==> src/rtl/cpu_ctrl_pkg.sv <==
// rtl/cpu_ctrl_pkg.sv - shared opcodes, ALU codes, mux selects, states and output bundle (CTRL_STEP_EN adds STEP_WAIT)
package cpu_ctrl_pkg;

    localparam logic [2:0] OP_ADD   = 3'b000;
    localparam logic [2:0] OP_SUB   = 3'b001;
    localparam logic [2:0] OP_AND   = 3'b010;
    localparam logic [2:0] OP_OR    = 3'b011;
    localparam logic [2:0] OP_LOAD  = 3'b100;
    localparam logic [2:0] OP_STORE = 3'b101;
    localparam logic [2:0] OP_NOP   = 3'b110;
    localparam logic [2:0] OP_HALT  = 3'b111;

    localparam logic [2:0] ALU_INC  = 3'b110;
    localparam logic [2:0] ALU_PASS = 3'b111;

    localparam logic [1:0] MUX_AB_R1 = 2'b00;
    localparam logic [1:0] MUX_AB_R6 = 2'b11;
    localparam logic       MUX3_PC   = 1'b0;
    localparam logic       MUX3_ALU  = 1'b1;
    localparam logic       MUX4_ALU  = 1'b0;
    localparam logic       MUX4_RDM  = 1'b1;
    localparam logic       MUX5_BUS  = 1'b0;
    localparam logic       MUX5_ALU  = 1'b1;

`ifdef CTRL_STEP_EN
    typedef enum logic [3:0] {
        S_FETCH_ADDR, S_MEM_RD, S_FETCH_LATCH, S_DECODE, S_PC_INC, S_EXEC,
        S_LS_ADDR, S_LD_RD, S_LD_WB, S_ST_DATA, S_ST_WR, S_HALT, S_STEP_WAIT
    } state_e;
`else
    typedef enum logic [3:0] {
        S_FETCH_ADDR, S_MEM_RD, S_FETCH_LATCH, S_DECODE, S_PC_INC, S_EXEC,
        S_LS_ADDR, S_LD_RD, S_LD_WB, S_ST_DATA, S_ST_WR, S_HALT
    } state_e;
`endif

    typedef struct packed {
        logic [5:0] wr_r;
        logic       wr_rdm;
        logic       wr_rem;
        logic [1:0] mux1;
        logic [1:0] mux2;
        logic       mux3;
        logic       mux4;
        logic       mux5;
        logic       rd;
        logic       oe;
        logic       cs;
        logic [2:0] codigo;
        logic       halted;
    } ctrl_out_t;

endpackage

==> src/rtl/cpu_ctrl_dst_decode.sv <==
// rtl/cpu_ctrl_dst_decode.sv - destination field plus write strobe to one-hot R1..R6 enables
module cpu_ctrl_dst_decode (
    input  logic [2:0] dst_i,
    input  logic       wr_i,
    output logic [5:0] wr_r_o
);

    // dst 0 and 7 name no register, so they decode to no enable
    always_comb begin
        wr_r_o = 6'b000000;
        if (wr_i) begin
            case (dst_i)
                3'd1:    wr_r_o = 6'b000001;
                3'd2:    wr_r_o = 6'b000010;
                3'd3:    wr_r_o = 6'b000100;
                3'd4:    wr_r_o = 6'b001000;
                3'd5:    wr_r_o = 6'b010000;
                3'd6:    wr_r_o = 6'b100000;
                default: wr_r_o = 6'b000000;
            endcase
        end
    end

endmodule

==> src/rtl/cpu_control_unit.sv <==
// rtl/cpu_control_unit.sv - multi-cycle fetch/decode/execute controller (CTRL_STEP_EN enables single-step)
module cpu_control_unit
    import cpu_ctrl_pkg::*;
#(
    parameter int MEM_WAIT = 2
) (
    input  logic       clock,
    input  logic       reset,
    input  logic [2:0] instr_op,
    input  logic [2:0] instr_dst,
    input  logic [1:0] instr_src,
    input  logic       step,
    output logic       escreve_R1,
    output logic       escreve_R2,
    output logic       escreve_R3,
    output logic       escreve_R4,
    output logic       escreve_R5,
    output logic       escreve_R6,
    output logic       escreve_RDM,
    output logic       escreve_REM,
    output logic [1:0] seleciona_mux1,
    output logic [1:0] seleciona_mux2,
    output logic       seleciona_mux3,
    output logic       seleciona_mux4,
    output logic       seleciona_mux5,
    output logic       RD,
    output logic       OE,
    output logic       CS,
    output logic [2:0] codigo,
    output logic       halted
);

    localparam int                WAIT_W    = $clog2(MEM_WAIT + 1);
    localparam logic [WAIT_W-1:0] WAIT_LAST = WAIT_W'(MEM_WAIT - 1);

`ifdef CTRL_STEP_EN
    localparam state_e S_DONE = S_STEP_WAIT;
`else
    localparam state_e S_DONE = S_FETCH_ADDR;
    logic unused_step;
    assign unused_step = step;
`endif

    state_e            state_q, state_d;
    logic [WAIT_W-1:0] wait_q, wait_d;
    logic [2:0]        op_q, op_d, dst_q, dst_d;
    logic [1:0]        src_q, src_d;
    logic              started_q;
    ctrl_out_t         out_q, out_d;
    logic              dst_wr_en;
    logic [5:0]        dst_wr_r;

    // next state; the first cycle after reset only loads FETCH_ADDR outputs
    always_comb begin
        state_d = state_q;
        wait_d  = wait_q;
        op_d    = op_q;
        dst_d   = dst_q;
        src_d   = src_q;
        if (!started_q) begin
            state_d = S_FETCH_ADDR;
        end else begin
            case (state_q)
                S_FETCH_ADDR: begin
                    state_d = S_MEM_RD;
                    wait_d  = WAIT_LAST;
                end
                S_MEM_RD: begin
                    if (wait_q == '0) state_d = S_FETCH_LATCH;
                    else              wait_d  = wait_q - WAIT_W'(1);
                end
                S_FETCH_LATCH: state_d = S_DECODE;
                S_DECODE: begin
                    op_d    = instr_op;
                    dst_d   = instr_dst;
                    src_d   = instr_src;
                    state_d = S_PC_INC;
                end
                S_PC_INC: begin
                    case (op_q)
                        OP_LOAD, OP_STORE: state_d = S_LS_ADDR;
                        OP_NOP:            state_d = S_DONE;
                        OP_HALT:           state_d = S_HALT;
                        default:           state_d = S_EXEC;
                    endcase
                end
                S_EXEC: state_d = S_DONE;
                S_LS_ADDR: begin
                    wait_d  = WAIT_LAST;
                    state_d = (op_q == OP_LOAD) ? S_LD_RD : S_ST_DATA;
                end
                S_LD_RD: begin
                    if (wait_q == '0) state_d = S_LD_WB;
                    else              wait_d  = wait_q - WAIT_W'(1);
                end
                S_LD_WB: state_d = S_DONE;
                S_ST_DATA: begin
                    wait_d  = WAIT_LAST;
                    state_d = S_ST_WR;
                end
                S_ST_WR: begin
                    if (wait_q == '0) state_d = S_DONE;
                    else              wait_d  = wait_q - WAIT_W'(1);
                end
                S_HALT: state_d = S_HALT;
`ifdef CTRL_STEP_EN
                S_STEP_WAIT: if (step) state_d = S_FETCH_ADDR;
`endif
                default: state_d = S_FETCH_ADDR;
            endcase
        end
    end

    assign dst_wr_en = (state_d == S_EXEC) || (state_d == S_LD_WB);

    cpu_ctrl_dst_decode u_dst_decode (
        .dst_i  (dst_d),
        .wr_i   (dst_wr_en),
        .wr_r_o (dst_wr_r)
    );

    // Moore outputs of the state being entered, so they can be registered with it
    always_comb begin
        out_d = '0;
        case (state_d)
            S_FETCH_ADDR: begin
                out_d.mux3   = MUX3_PC;
                out_d.wr_rem = 1'b1;
            end
            S_MEM_RD: begin
                out_d.cs = 1'b1;
                out_d.oe = 1'b1;
                out_d.rd = 1'b1;
            end
            S_FETCH_LATCH: begin
                out_d.cs     = 1'b1;
                out_d.oe     = 1'b1;
                out_d.rd     = 1'b1;
                out_d.mux5   = MUX5_BUS;
                out_d.wr_rdm = 1'b1;
            end
            S_PC_INC: begin
                out_d.mux1   = MUX_AB_R6;
                out_d.codigo = ALU_INC;
                out_d.mux4   = MUX4_ALU;
            end
            S_EXEC: begin
                out_d.mux1   = src_d;
                out_d.mux2   = src_d;
                out_d.codigo = op_d;
                out_d.mux4   = MUX4_ALU;
            end
            S_LS_ADDR: begin
                out_d.mux1   = src_d;
                out_d.codigo = ALU_PASS;
                out_d.mux3   = MUX3_ALU;
                out_d.wr_rem = 1'b1;
            end
            S_LD_RD: begin
                out_d.cs     = 1'b1;
                out_d.oe     = 1'b1;
                out_d.rd     = 1'b1;
                out_d.mux5   = MUX5_BUS;
                out_d.wr_rdm = (wait_d == '0);
            end
            S_LD_WB: out_d.mux4 = MUX4_RDM;
            S_ST_DATA: begin
                out_d.mux1   = MUX_AB_R1;
                out_d.codigo = ALU_PASS;
                out_d.mux5   = MUX5_ALU;
                out_d.wr_rdm = 1'b1;
            end
            S_ST_WR: out_d.cs = 1'b1;
            S_HALT:  out_d.halted = 1'b1;
            default: out_d = '0;
        endcase
        out_d.wr_r = (state_d == S_PC_INC) ? 6'b100000 : dst_wr_r;
    end

    // state, wait counter, latched instruction fields and registered outputs
    always_ff @(posedge clock) begin
        if (reset) begin
            state_q   <= S_FETCH_ADDR;
            wait_q    <= '0;
            op_q      <= '0;
            dst_q     <= '0;
            src_q     <= '0;
            started_q <= 1'b0;
            out_q     <= '0;
        end else begin
            state_q   <= state_d;
            wait_q    <= wait_d;
            op_q      <= op_d;
            dst_q     <= dst_d;
            src_q     <= src_d;
            started_q <= 1'b1;
            out_q     <= out_d;
        end
    end

    assign escreve_R1     = out_q.wr_r[0];
    assign escreve_R2     = out_q.wr_r[1];
    assign escreve_R3     = out_q.wr_r[2];
    assign escreve_R4     = out_q.wr_r[3];
    assign escreve_R5     = out_q.wr_r[4];
    assign escreve_R6     = out_q.wr_r[5];
    assign escreve_RDM    = out_q.wr_rdm;
    assign escreve_REM    = out_q.wr_rem;
    assign seleciona_mux1 = out_q.mux1;
    assign seleciona_mux2 = out_q.mux2;
    assign seleciona_mux3 = out_q.mux3;
    assign seleciona_mux4 = out_q.mux4;
    assign seleciona_mux5 = out_q.mux5;
    assign RD             = out_q.rd;
    assign OE             = out_q.oe;
    assign CS             = out_q.cs;
    assign codigo         = out_q.codigo;
    assign halted         = out_q.halted;

endmodule

==> config.mk <==
export PLATFORM = sky130hd
export DESIGN_NAME = cpu_control_unit
export DESIGN_NICKNAME = d
export VERILOG_FILES = /design/src/rtl/cpu_ctrl_pkg.sv /design/src/rtl/cpu_ctrl_dst_decode.sv /design/src/rtl/cpu_control_unit.sv
export SDC_FILE = /design/constraint.sdc
export NUM_CORES = 1
export LEC_CHECK = 0
export BUFFER_PORTS_ARGS = -buffer_cell sky130_fd_sc_hd__buf_4
export CAP_MARGIN = 20
export CORE_MARGIN = 2
export CORE_UTILIZATION = 50
export CTS_CLUSTER_SIZE = 20
export DETAILED_ROUTE_END_ITERATION = 8
export PLACE_DENSITY_LB_ADDON = 0.15
export SYNTH_ARGS = -nofsm -noshare
export SYNTH_HDL_FRONTEND = slang
export SYNTH_SLANG_ARGS = --single-unit
==> constraint.sdc <==
create_clock -name clock -period 4.3 [get_ports clock]
set_input_delay 0.645 -clock clock [delete_from_list [all_inputs] [get_ports clock]]
set_output_delay 0.645 -clock clock [all_outputs]
set_load 0.02 [all_outputs]
==> reports/summary.txt, run 1 <==
total CTS buffers: 5
Largest delay share family, worst path: compound AO/OA/AOI/OAI gates
Clock Path Buffers: 2
Worst setup EP type: flip-flop
number of I/O port buffers: 31
Max Freq: 0.384 GHz
mux cell area share after synthesis: 0.0584
most common cell after layout, fill and taps aside: dfxtp_1
final core utilization: 0.611
drt pass-1 iters: 4
Max FO, Critical Path: 16
Slew @ Worst Pin: 0.917 ns
Post-Syn Nets: 201
most frequent cells in the layout: 36 x dfxtp_1, 31 x buf_4, 15 x nor2_1, 11 x nand2_1
DRT antenna net count: 0
Synth async-reset ratio: 0
r2r worst-path depth: 6
critical path startpoint category: flip-flop
I/O Pins: 33
worst r2r src: state_q[1]
Fill cells: 301
# setup viols final: 0
die height: 62.9 um
HP Start: src_q[1]
diodes inserted: 0
Pwr Total: 595 uW
Max Slew Vio Count: 0
Layout Nets: 229
CTS resizes: 0
worst hold stages: 1
Lkg Pwr: 0.000823 uW
Worst Skew: 0.0130 ns
detailed placement HPWL: 2830 um
crit share post-route: 0.605
FF+latch count, synth: 36
Max VDD drop: 257 uV
DRC violations left: 0
# clock sinks: 36
Synth Area in Simple Gates: 0.255
EDFF count, synth: 0
HP Class: reg -> reg
DR vias: 1527
RSZ-0062 raised after global routing: false
Critical Path, Cell by Cell: mux2_2 -> o32ai_1 -> a221oi_2 -> nand2_2 -> a211o_1 -> nor3_1
Critical Path Max Stage Delay: 0.81 ns
max-cap viol count: 0
grt total ovfl: 0
Post-Synth XOR/XNOR Area: 0.0101
synthesized-area fraction occupied by adder cells: 0
Cells after Synth: 190
total wire length: 4040 um
CTS tree: done
antenna violations before repair: 0
r2r endpoint: escreve_R5
sequential share of the synthesized area: 0.415
PD cells: 292 nW/um2
GPL Wtd Cong: 0.902
Worst-path clk slew: 0.11 ns
H-tree depth: 2
Chip Width: 62.9 um
R2R Setup Slk: 1.70 ns
Skew-Pair Late Insertion Delay: 0.35 ns
max_slew headroom: 0.388
worst path bufs/invs: 0
CP required: 4.57 ns
Post-CTS Setup Inserts: 0
Mapped Area: 1740 um2
synth warn: 0
Via density: 5.76
Post-Layout Cell Count: 265
first-pass GRT wire length: 6650 um
Worst EP arrival: 2.87 ns
DR iter-0 viols: 108
placed cells: 256
hold path endpoint: seleciona_mux1[1]
synthesis-to-finish area growth: 17.4%
Crit path depth: 6
clk root buf: clkbuf_4
Max stage delay cell, worst path: a221oi_2
Hold-fix buffers, CTS: 0
final hold vios: 0
routed len/inst: 15.2 um
initial core utilization: 0.520
Min Clock Period, post-route: 2.60 ns
row cnt: 21
outcome: completed
Setup TNS Final: 0 ns
Synth cell types: 58
GRT Util Overall: 0.215
total die area: 3960 um2
largest family of logic cells by synthesized area: simple AND/OR/NAND/NOR gates
largest net degree at the start of global routing: 18
layout cell share with drive strength beyond 1: 0.233
top_reg_cell synth: dfxtp_1
Compound-Gate Fraction of Synth Area: 0.205
syn_area_per_cell: 9.13 um2
core region area: 3340 um2
WS Path Type: reg -> reg
vias in the first global route: 1455
[Yosys cell counts (2+ instances only)]
cell type / count / share of area
o21ai_0: 2 / 0.0058
a211o_1: 2 / 0.010
nand3_1: 7 / 0.020
clkbuf_1: 4 / 0.0086
and2_1: 2 / 0.0072
mux2i_1: 9 / 0.052
a21oi_1: 8 / 0.023
o211ai_1: 3 / 0.013
nor2b_1: 6 / 0.022
nand2b_1: 4 / 0.014
o21ai_1: 2 / 0.0058
nor2_1: 15 / 0.032
a21o_1: 2 / 0.0086
buf_4: 3 / 0.013
a31o_1: 4 / 0.020
nor3_1: 9 / 0.026
nor3b_1: 5 / 0.022
dfxtp_1: 36 / 0.42
a211oi_1: 2 / 0.0086
o21a_1: 2 / 0.0086
buf_2: 3 / 0.0086
a31oi_1: 4 / 0.014
nand4_1: 2 / 0.0072
inv_1: 8 / 0.017
nor4b_1: 2 / 0.010
nand2_1: 11 / 0.024
and3_1: 2 / 0.0072
[kinds of logic (layout without fill, tap and decap cells)]
group	after synthesis	in the layout
AOI/OAI and AO/OA	45	45
xor gates and xnor gates	2	2
buffers and inverters	20	49
DFF	36	36
muxes	10	10
and+or+nand+nor	77	77
[how the worst max path moves through the flow]
| stage | startpoint | end | slack [ns] |
|---|---|---|---|
| 3_3_place_gp | state_q[1] | escreve_R1 | 1.84 |
| 3_5_place_dp | state_q[1] | escreve_R5 | 1.74 |
| 6_report | state_q[1] | escreve_R5 | 1.70 |
| 2_1_floorplan | wait_q[0] | escreve_R1 | 2.46 |
| 5_1_grt | state_q[1] | escreve_R1 | 1.49 |
| 4_1_cts | state_q[0] | codigo[0] | 1.73 |
[where the power goes]
group	total [uW]	switching [uW]	leakage (uW)	internal, uW
Sequential	346	7.85	0.000292	338
Clock	199	119	0.0000386	80.8
Combinational	49.9	27.4	0.000493	22.5
[registers in the layout, summed over array words and instances, names as in the netlist, 2 cells and up]
register / count
codigo: 3
dst_q: 3
src_q: 2
state_q: 4
seleciona_mux2: 2
wait_q: 2
op_q: 3
seleciona_mux1: 2
[layout make-up]
type	instances	area [um2]	share of cell area
clock buffers	6	51.3	0.0252
repair buffers	32	244	0.120
well taps	46	57.6	0.0282
multi-input cells	134	917	0.450
inverters	9	33.8	0.0166
flip-flops and latches	36	721	0.354
clock inverters	2	13.8	0.00675
[worst register-to-register path: cells and delay by family, from the launching register on]
family	cells	cell delay (ns)
compound gates	3	1.24
flops	1	0.67
mux	1	0.27
simple gates	2	0.35
[per-layer routing]
layer | share of wire | up-vias | wire length, um | GRT usage
li1 | - | 746 | - | -
met1 | 0.44 | 728 | 1760 | 0.266
met2 | 0.50 | 46 | 2020 | 0.356
met3 | 0.049 | 7 | 198 | 0.0577
met4 | 0.015 | 0 | 59 | 0.0778
met5 | 0 | - | 0 | 0
[through the flow]
step | setup WS [ns] | hold slack [ns] | cell area, um2
detailed placement | 1.74 | 0.476 | 1960
floorplan | 2.46 | 0.448 | 1740
global route | 1.49 | 0.516 | 2040
global placement | 1.84 | 0.470 | 1960
finish | 1.70 | 0.492 | 2040
CTS | 1.73 | 0.503 | 2030
(Power assumes the default switching activity.)
==> inputs of run 2 (changes only) <==
==> constraint.sdc (replaced) <==
create_clock -name clock -period 2.7 [get_ports clock]
set_input_delay 0.405 -clock clock [delete_from_list [all_inputs] [get_ports clock]]
set_output_delay 0.405 -clock clock [all_outputs]
set_load 0.02 [all_outputs]
==> run 2 against run 1 <==
Final area shrank 0.37%. Wire length shrank 1.4%. Non-clock buffer count grew 1. Sequential cell count is the same. Combinational power grew 65%. Utilization shrank 0.22 points. Maximum frequency grew 15%. Highest routed layer unchanged. Critical path depth shrank 1. Sequential share of layout area grew 0.13 points. Clock power grew 44%.
==> reports/summary.txt, run 2 (synthesis results as in run 1) <==
Fin Hold WS: 0.288 ns (was 0.492 ns)
DR iter-0 viols: 82 (was 108)
clk root buf: clkbuf_4 (unchanged)
outcome: completed (unchanged)
vias in the first global route: 1474 (was 1455)
Worst-path clk slew: 0.11 ns (about the same)
Critical Path Max Stage Delay: 0.73 ns (was 0.81 ns)
Slew @ Worst Pin: 0.613 ns (was 0.917 ns)
Setup TNS Final: 0 ns (unchanged)
I/O Pins: 33 (unchanged)
layout cell share with drive strength beyond 1: 0.227 (was 0.233)
detailed placement HPWL: 2870 um (was 2830 um)
crit share post-route: 0.839 (was 0.605)
RSZ-0062 raised after global routing: false (unchanged)
GRT Util Overall: 0.210 (was 0.215)
# clock sinks: 36 (unchanged)
max-cap viol count: 0 (unchanged)
largest reg by FF count: state_q (unchanged)
most frequent cells in the layout: 36 x dfxtp_1, 33 x buf_4, 15 x nor2_1, 11 x nand2_1 (was 36 x dfxtp_1, 31 x buf_4, 15 x nor2_1, 11 x nand2_1)
Via density: 5.72 (was 5.76)
Hold-fix buffers, CTS: 0 (unchanged)
# setup viols final: 0 (unchanged)
Max FO, Critical Path: 17 (was 16)
core region area: 3340 um2 (unchanged)
Layout Nets: 230 (was 229)
WS Path Type: reg -> reg (unchanged)
CTS resizes: 0 (unchanged)
total CTS buffers: 5 (unchanged)
first-pass GRT wire length: 6600 um (was 6650 um)
DR vias: 1522 (was 1527)
Critical Path, Cell by Cell: nor2b_1 -> nand4_1 -> a31oi_2 -> nand3_1 -> o211ai_1 (was mux2_2 -> o32ai_1 -> a221oi_2 -> nand2_2 -> a211o_1 -> nor3_1)
max_slew headroom: 0.590 (was 0.388)
Skew-Pair Late Insertion Delay: 0.34 ns (was 0.35 ns)
initial core utilization: 0.520 (unchanged)
number of I/O port buffers: 31 (unchanged)
final hold vios: 0 (unchanged)
grt total ovfl: 0 (unchanged)
Worst Skew: 0.00797 ns (was 0.0130 ns)
Worst EP arrival: 2.53 ns (was 2.87 ns)
Fill cells: 306 (was 301)
Chip Width: 62.9 um (unchanged)
total die area: 3960 um2 (unchanged)
Max Slew Vio Count: 0 (unchanged)
DRC violations left: 0 (unchanged)
Post-CTS Setup Inserts: 0 (unchanged)
sequential cell area: 721 um2 (unchanged)
antenna violations before repair: 0 (unchanged)
die height: 62.9 um (unchanged)
Clock Path Buffers: 2 (unchanged)
GPL Wtd Cong: 0.912 (was 0.902)
H-tree depth: 2 (unchanged)
largest net degree at the start of global routing: 18 (unchanged)
Max Freq: 0.442 GHz (was 0.384 GHz)
DRT antenna net count: 0 (unchanged)
Min Clock Period, post-route: 2.26 ns (was 2.60 ns)
most common cell after layout, fill and taps aside: dfxtp_1 (unchanged)
synthesis-to-finish area growth: 17.0% (was 17.4%)
Worst setup EP type: flip-flop (unchanged)
area occupied by multi-input gates: 917 um2 (unchanged)
Max VDD drop: 222 uV (was 257 uV)
diodes inserted: 0 (unchanged)
HP Class: in -> reg (was reg -> reg)
Max stage delay cell, worst path: dfxtp_1 (was a221oi_2)
PD cells: 452 nW/um2 (was 292 nW/um2)
max reg flops: 4 (unchanged)
routed len/inst: 15.0 um (was 15.2 um)
drt pass-1 iters: 4 (unchanged)
critical path startpoint category: flip-flop (unchanged)
row cnt: 21 (unchanged)
total wire length: 3980 um (was 4040 um)
Lkg Pwr: 0.000818 uW (was 0.000823 uW)
CTS tree: done (unchanged)
CP required: 2.97 ns (was 4.57 ns)
-- run 2: changes by cell type in the layout (fill, tap and decap cells not counted) --
| cell | previous run | this run |
|---|---|---|
| clkinv_4 | 0 | 1 |
| clkinv_2 | 1 | 0 |
| clkbuf_8 | 1 | 0 |
| inv_6 | 1 | 0 |
| clkbuf_1 | 0 | 2 |
| buf_4 | 31 | 33 |
| buf_6 | 1 | 0 |
-- run 2: layer usage --
| metal | vias up | track usage | wire length (um) |
|---|---|---|---|
| li1 | 747 | - | - |
| met1 | 720 | 0.251 | 1730 |
| met2 | 47 | 0.352 | 1960 |
| met3 | 8 | 0.0631 | 206 |
| met4 | 0 | 0.0806 | 81 |
| met5 | - | 0 | 0 |
-- run 2: layout make-up --
cell class              count  area share
inverters                   9      0.0166
multi-input cells         134       0.452
repair buffers             33       0.122
flip-flops and latches     36       0.355
well taps                  46      0.0283
clock buffers               7      0.0222
clock inverters             1     0.00431
-- run 2: power breakdown --
part / total, uW / switching (uW) / leakage (uW) / internal, uW
clock network: 286 / 181 / 0.0000295 / 105
registers: 550 / 12.1 / 0.000292 / 538
logic: 82.2 / 45.1 / 0.000497 / 37.1
total: 918 / 238 / 0.000818 / 680
-- run 2: metrics by stage --
| stage | area (um2) | cells | worst slack [ns] | utilization | power, uW |
|---|---|---|---|---|---|
| global placement | 1980 | 258 | 0.561 | 0.592 | 640 |
| global route | 2030 | 266 | 0.220 | 0.609 | 951 |
| detailed placement | 1980 | 258 | 0.501 | 0.592 | 643 |
| finish | 2030 | 266 | 0.436 | 0.609 | 918 |
| floorplan | 1740 | 190 | 0.856 | - | 616 |
| CTS | 2030 | 266 | 0.463 | 0.609 | 923 |
-- run 2: worst paths after layout --
kind,startpoint,endpoint,slack [ns],cells past startpoint
worst max-delay path,state_q[2],codigo[0],0.44,5
worst min register to register,src_q[1],seleciona_mux1[1],0.50,1
worst max register to register,state_q[2],codigo[0],0.44,5
worst min-delay path,instr_op[2],op_q[2],0.29,3
-- run 2: worst max-delay path: cells and delay by family (launching register included) --
family,cells,cell delay (ns)
flip-flops,1,0.73
AO/OA/AOI/OAI,2,0.66
AND/OR/NAND/NOR,3,0.81
==> inputs of run 3 (changes only) <==
--- a/config.mk
+++ b/config.mk
@@ -5,6 +5,7 @@
 export SDC_FILE = /design/constraint.sdc
 export NUM_CORES = 1
 export LEC_CHECK = 0
+export ABC_AREA = 1
 export BUFFER_PORTS_ARGS = -buffer_cell sky130_fd_sc_hd__buf_4
 export CAP_MARGIN = 20
 export CORE_MARGIN = 2
==> constraint.sdc (replaced) <==
create_clock -name clock -period 2.35 [get_ports clock]
set_input_delay 0.3525 -clock clock [delete_from_list [all_inputs] [get_ports clock]]
set_output_delay 0.3525 -clock clock [all_outputs]
set_load 0.02 [all_outputs]
==> run 3 against run 2 <==
Non-clock buffer count grew 1. Critical path depth grew 5. Maximum frequency up 26%. Synthesized area is 8.3% lower. Wire length shrank 23%. Die area down 7.8%. First-iteration DRC count decreased by 21%. Setup slack improved by 0.12 ns. Final cell count is 18% higher. Critical endpoint is now escreve_R6.
==> reports/summary.txt, run 3 <==
outcome: completed (unchanged)
Synth cell types: 25 (was 58)
Post-CTS Setup Inserts: 0 (unchanged)
Setup crit start: state_q[3] (was state_q[2])
Slew @ Worst Pin: 0.379 ns (was 0.613 ns)
Max FO, Critical Path: 6 (was 17)
Hold-fix buffers, CTS: 0 (unchanged)
final core utilization: 0.634 (was 0.609)
max-cap viol count: 0 (unchanged)
Max stage delay cell, worst path: dfxtp_1 (unchanged)
most repeated library cell on the critical path: nor2_1
GRT Util Overall: 0.198 (was 0.210)
CTS resizes: 0 (unchanged)
antenna violations before repair: 0 (unchanged)
final hold vios: 0 (unchanged)
WS Path Type: reg -> reg (unchanged)
max reg flops: 4 (unchanged)
layout cell share with drive strength beyond 1: 0.208 (was 0.227)
sequential cell area: 721 um2 (unchanged)
Min Clock Period, post-route: 1.79 ns (was 2.26 ns)
most common cell after layout, fill and taps aside: nand2_1 (was dfxtp_1)
# setup viols final: 0 (unchanged)
first-pass GRT wire length: 5330 um (was 6600 um)
crit share post-route: 0.764 (was 0.839)
Synth async-reset ratio: 0 (unchanged)
Post-Syn Nets: 243 (was 201)
Worst EP arrival: 2.02 ns (was 2.53 ns)
Mapped Area: 1590 um2 (was 1740 um2)
r2r endpoint: escreve_R6 (was codigo[0])
Lkg Pwr: 0.00103 uW (was 0.000818 uW)
clk root buf: clkbuf_4 (unchanged)
area occupied by multi-input gates: 748 um2 (was 917 um2)
vias in the first global route: 1300 (was 1474)
Skew-Pair Late Insertion Delay: 0.33 ns (was 0.34 ns)
synth warn: 0 (unchanged)
DR vias: 1484 (was 1522)
DRC violations left: 0 (unchanged)
Max Freq: 0.557 GHz (was 0.442 GHz)
grt total ovfl: 0 (unchanged)
die height: 60.4 um (was 62.9 um)
total CTS buffers: 5 (unchanged)
ranking of synthesized cells by area: dfxtp_1 45%, nand2_1 14%, nor2_1 12% (was dfxtp_1 42%, mux2i_1 5.2%, nor2_1 3.2%)
Setup TNS Final: 0 ns (unchanged)
DRT antenna net count: 0 (unchanged)
Flop pwr share: 0.590 (was 0.599)
H-tree depth: 2 (unchanged)
CTS tree: done (unchanged)
Via density: 4.74 (was 5.72)
total die area: 3650 um2 (was 3960 um2)
Synth top cells by count: 60 x nand2_1, 50 x nor2_1, 36 x dfxtp_1 (was 36 x dfxtp_1, 15 x nor2_1, 11 x nand2_1)
HP Class: in -> reg (unchanged)
Max VDD drop: 374 uV (was 222 uV)
worst r2r src: state_q[3] (was state_q[2])
detailed placement HPWL: 2410 um (was 2870 um)
Critical Path End: escreve_R6 (was codigo[0])
critical path startpoint category: flip-flop (unchanged)
Sw Share: 0.240 (was 0.260)
Chip Width: 60.4 um (was 62.9 um)
CP required: 2.58 ns (was 2.97 ns)
Worst Skew: 0.00286 ns (was 0.00797 ns)
DR iter-0 viols: 65 (was 82)
Comb power frac: 0.097 (was 0.090)
r2r worst-path depth: 10 (was 5)
# clock sinks: 36 (unchanged)
PD cells: 548 nW/um2 (was 452 nW/um2)
sequential share of the synthesized area: 0.453 (was 0.415)
GPL Wtd Cong: 0.861 (was 0.912)
dominant cell type by area after synthesis: dfxtp_1 (unchanged)
synthesis-to-finish area growth: 21.6% (was 17.0%)
Critical Path, Cell by Cell: nor2_1 -> inv_1 -> nor2_1 -> nand2_1 -> inv_1 -> or2_2 -> o21ai_1 -> nor2_1 -> nand3_1 -> nand2_1 (was nor2b_1 -> nand4_1 -> a31oi_2 -> nand3_1 -> o211ai_1)
Switch Pwr: 255 uW (was 238 uW)
largest net degree at the start of global routing: 23 (was 18)
share of Yosys cell area claimed by the top area cell type: 0.453 (was 0.415)
FF+latch count, synth: 36 (unchanged)
row cnt: 20 (was 21)
clock power share: 0.314 (was 0.311)
Max Slew Vio Count: 0 (unchanged)
Layout Nets: 279 (was 230)
Cells after Synth: 232 (was 190)
RSZ-0062 raised after global routing: false (unchanged)
largest reg by FF count: state_q (unchanged)
cell with the most instances after synthesis: nand2_1 (was dfxtp_1)
R2R Setup Slk: 0.56 ns (was 0.44 ns)
initial core utilization: 0.521 (was 0.520)
most frequent cells in the layout: 60 x nand2_1, 50 x nor2_1, 36 x dfxtp_1, 34 x buf_4, 23 x inv_1 (was 36 x dfxtp_1, 33 x buf_4, 15 x nor2_1, 11 x nand2_1)
Pwr Total: 1060 uW (was 918 uW)
drt pass-1 iters: 4 (unchanged)
EDFF count, synth: 0 (unchanged)
I/O Pins: 33 (unchanged)
diodes inserted: 0 (unchanged)
Internal Power: 806 uW (was 680 uW)
Fill cells: 309 (was 306)
Critical Path Max Stage Delay: 0.44 ns (was 0.73 ns)
Worst-path clk slew: 0.09 ns (was 0.11 ns)
top_reg_cell synth: dfxtp_1 (unchanged)
max_slew headroom: 0.746 (was 0.590)
Clock Path Buffers: 2 (unchanged)
number of I/O port buffers: 31 (unchanged)
core region area: 3050 um2 (was 3340 um2)
total wire length: 3070 um (was 3980 um)
syn_area_per_cell: 6.86 um2 (was 9.13 um2)
routed len/inst: 9.81 um (was 15.0 um)
Worst setup EP type: flip-flop (unchanged)
Fin Hold WS: 0.308 ns (was 0.288 ns)
run 3: cell types whose count changed in the layout (fill, tap and decap cells not counted), sizes merged, moves of 6 or more:
| cell | change |
|---|---|
| mux2i | -7 |
| nor2 | +39 |
| nor3 | -6 |
| nand3 | +15 |
| inv | +16 |
| nand2 | +53 |
| nor2b | -6 |
run 3: area by class of cell:
cell class,instances,share of cell area
multi-input combinational,165,0.387
tap,44,0.0284
sequential,36,0.372
inverter,26,0.0504
timing repair buffer,34,0.132
clock buffer,8,0.0304
run 3: worst max-delay path: cells and delay by family, from the launching register on:
kind | cells | cell delay (ns)
AO/OA/AOI/OAI | 1 | 0.22
AND/OR/NAND/NOR | 7 | 0.85
buffers and inverters | 2 | 0.17
flip-flops | 1 | 0.44
run 3: how the worst min path moves through the flow:
stage | depth (start not counted) | endpoint | from
2_1_floorplan | 1 | src_q[1] | reset
3_3_place_gp | 2 | wait_q[1] | wait_q[1]
3_5_place_dp | 2 | wait_q[1] | wait_q[1]
4_1_cts | 3 | op_q[2] | instr_op[2]
5_1_grt | 3 | op_q[2] | instr_op[2]
6_report | 3 | op_q[2] | instr_op[2]
run 3: cells by family (layout without fill, tap and decap cells):
| logic type | after synthesis | after routing | synth area share |
|---|---|---|---|
| DFF | 36 | 36 | 0.453 |
| AOI/OAI and AO/OA | 13 | 13 | 0.0448 |
| buffers and inverters | 31 | 68 | 0.0770 |
| muxes | 2 | 2 | 0.0126 |
| and+or+nand+nor | 150 | 150 | 0.413 |
run 3: per-layer routing:
metal  track usage  vias up  part of all wire
met5             0        -                 0
met4        0.0559        0             0.012
met3        0.0704        6             0.068
met2         0.307       33              0.44
met1         0.263      644              0.48
li1              -      801                 -
run 3: power groups by stage:
stage | Sequential [uW] | Clock (uW) | Combinational (uW)
4_1_cts | 626 | 339 | 102
3_5_place_dp | 640 | 0 | 102
6_report | 625 | 333 | 102
2_1_floorplan | 645 | 0 | 64.4
3_3_place_gp | 640 | 0 | 102
5_1_grt | 627 | 366 | 117
run 3: stage by stage:
| step | std cells | area, um2 | setup slack (ns) |
|---|---|---|---|
| finish | 313 | 1940 | 0.555 |
| global route | 313 | 1940 | 0.255 |
| CTS | 313 | 1940 | 0.551 |
| detailed placement | 305 | 1880 | 0.566 |
| global placement | 305 | 1880 | 0.602 |
| floorplan | 232 | 1590 | 0.825 |
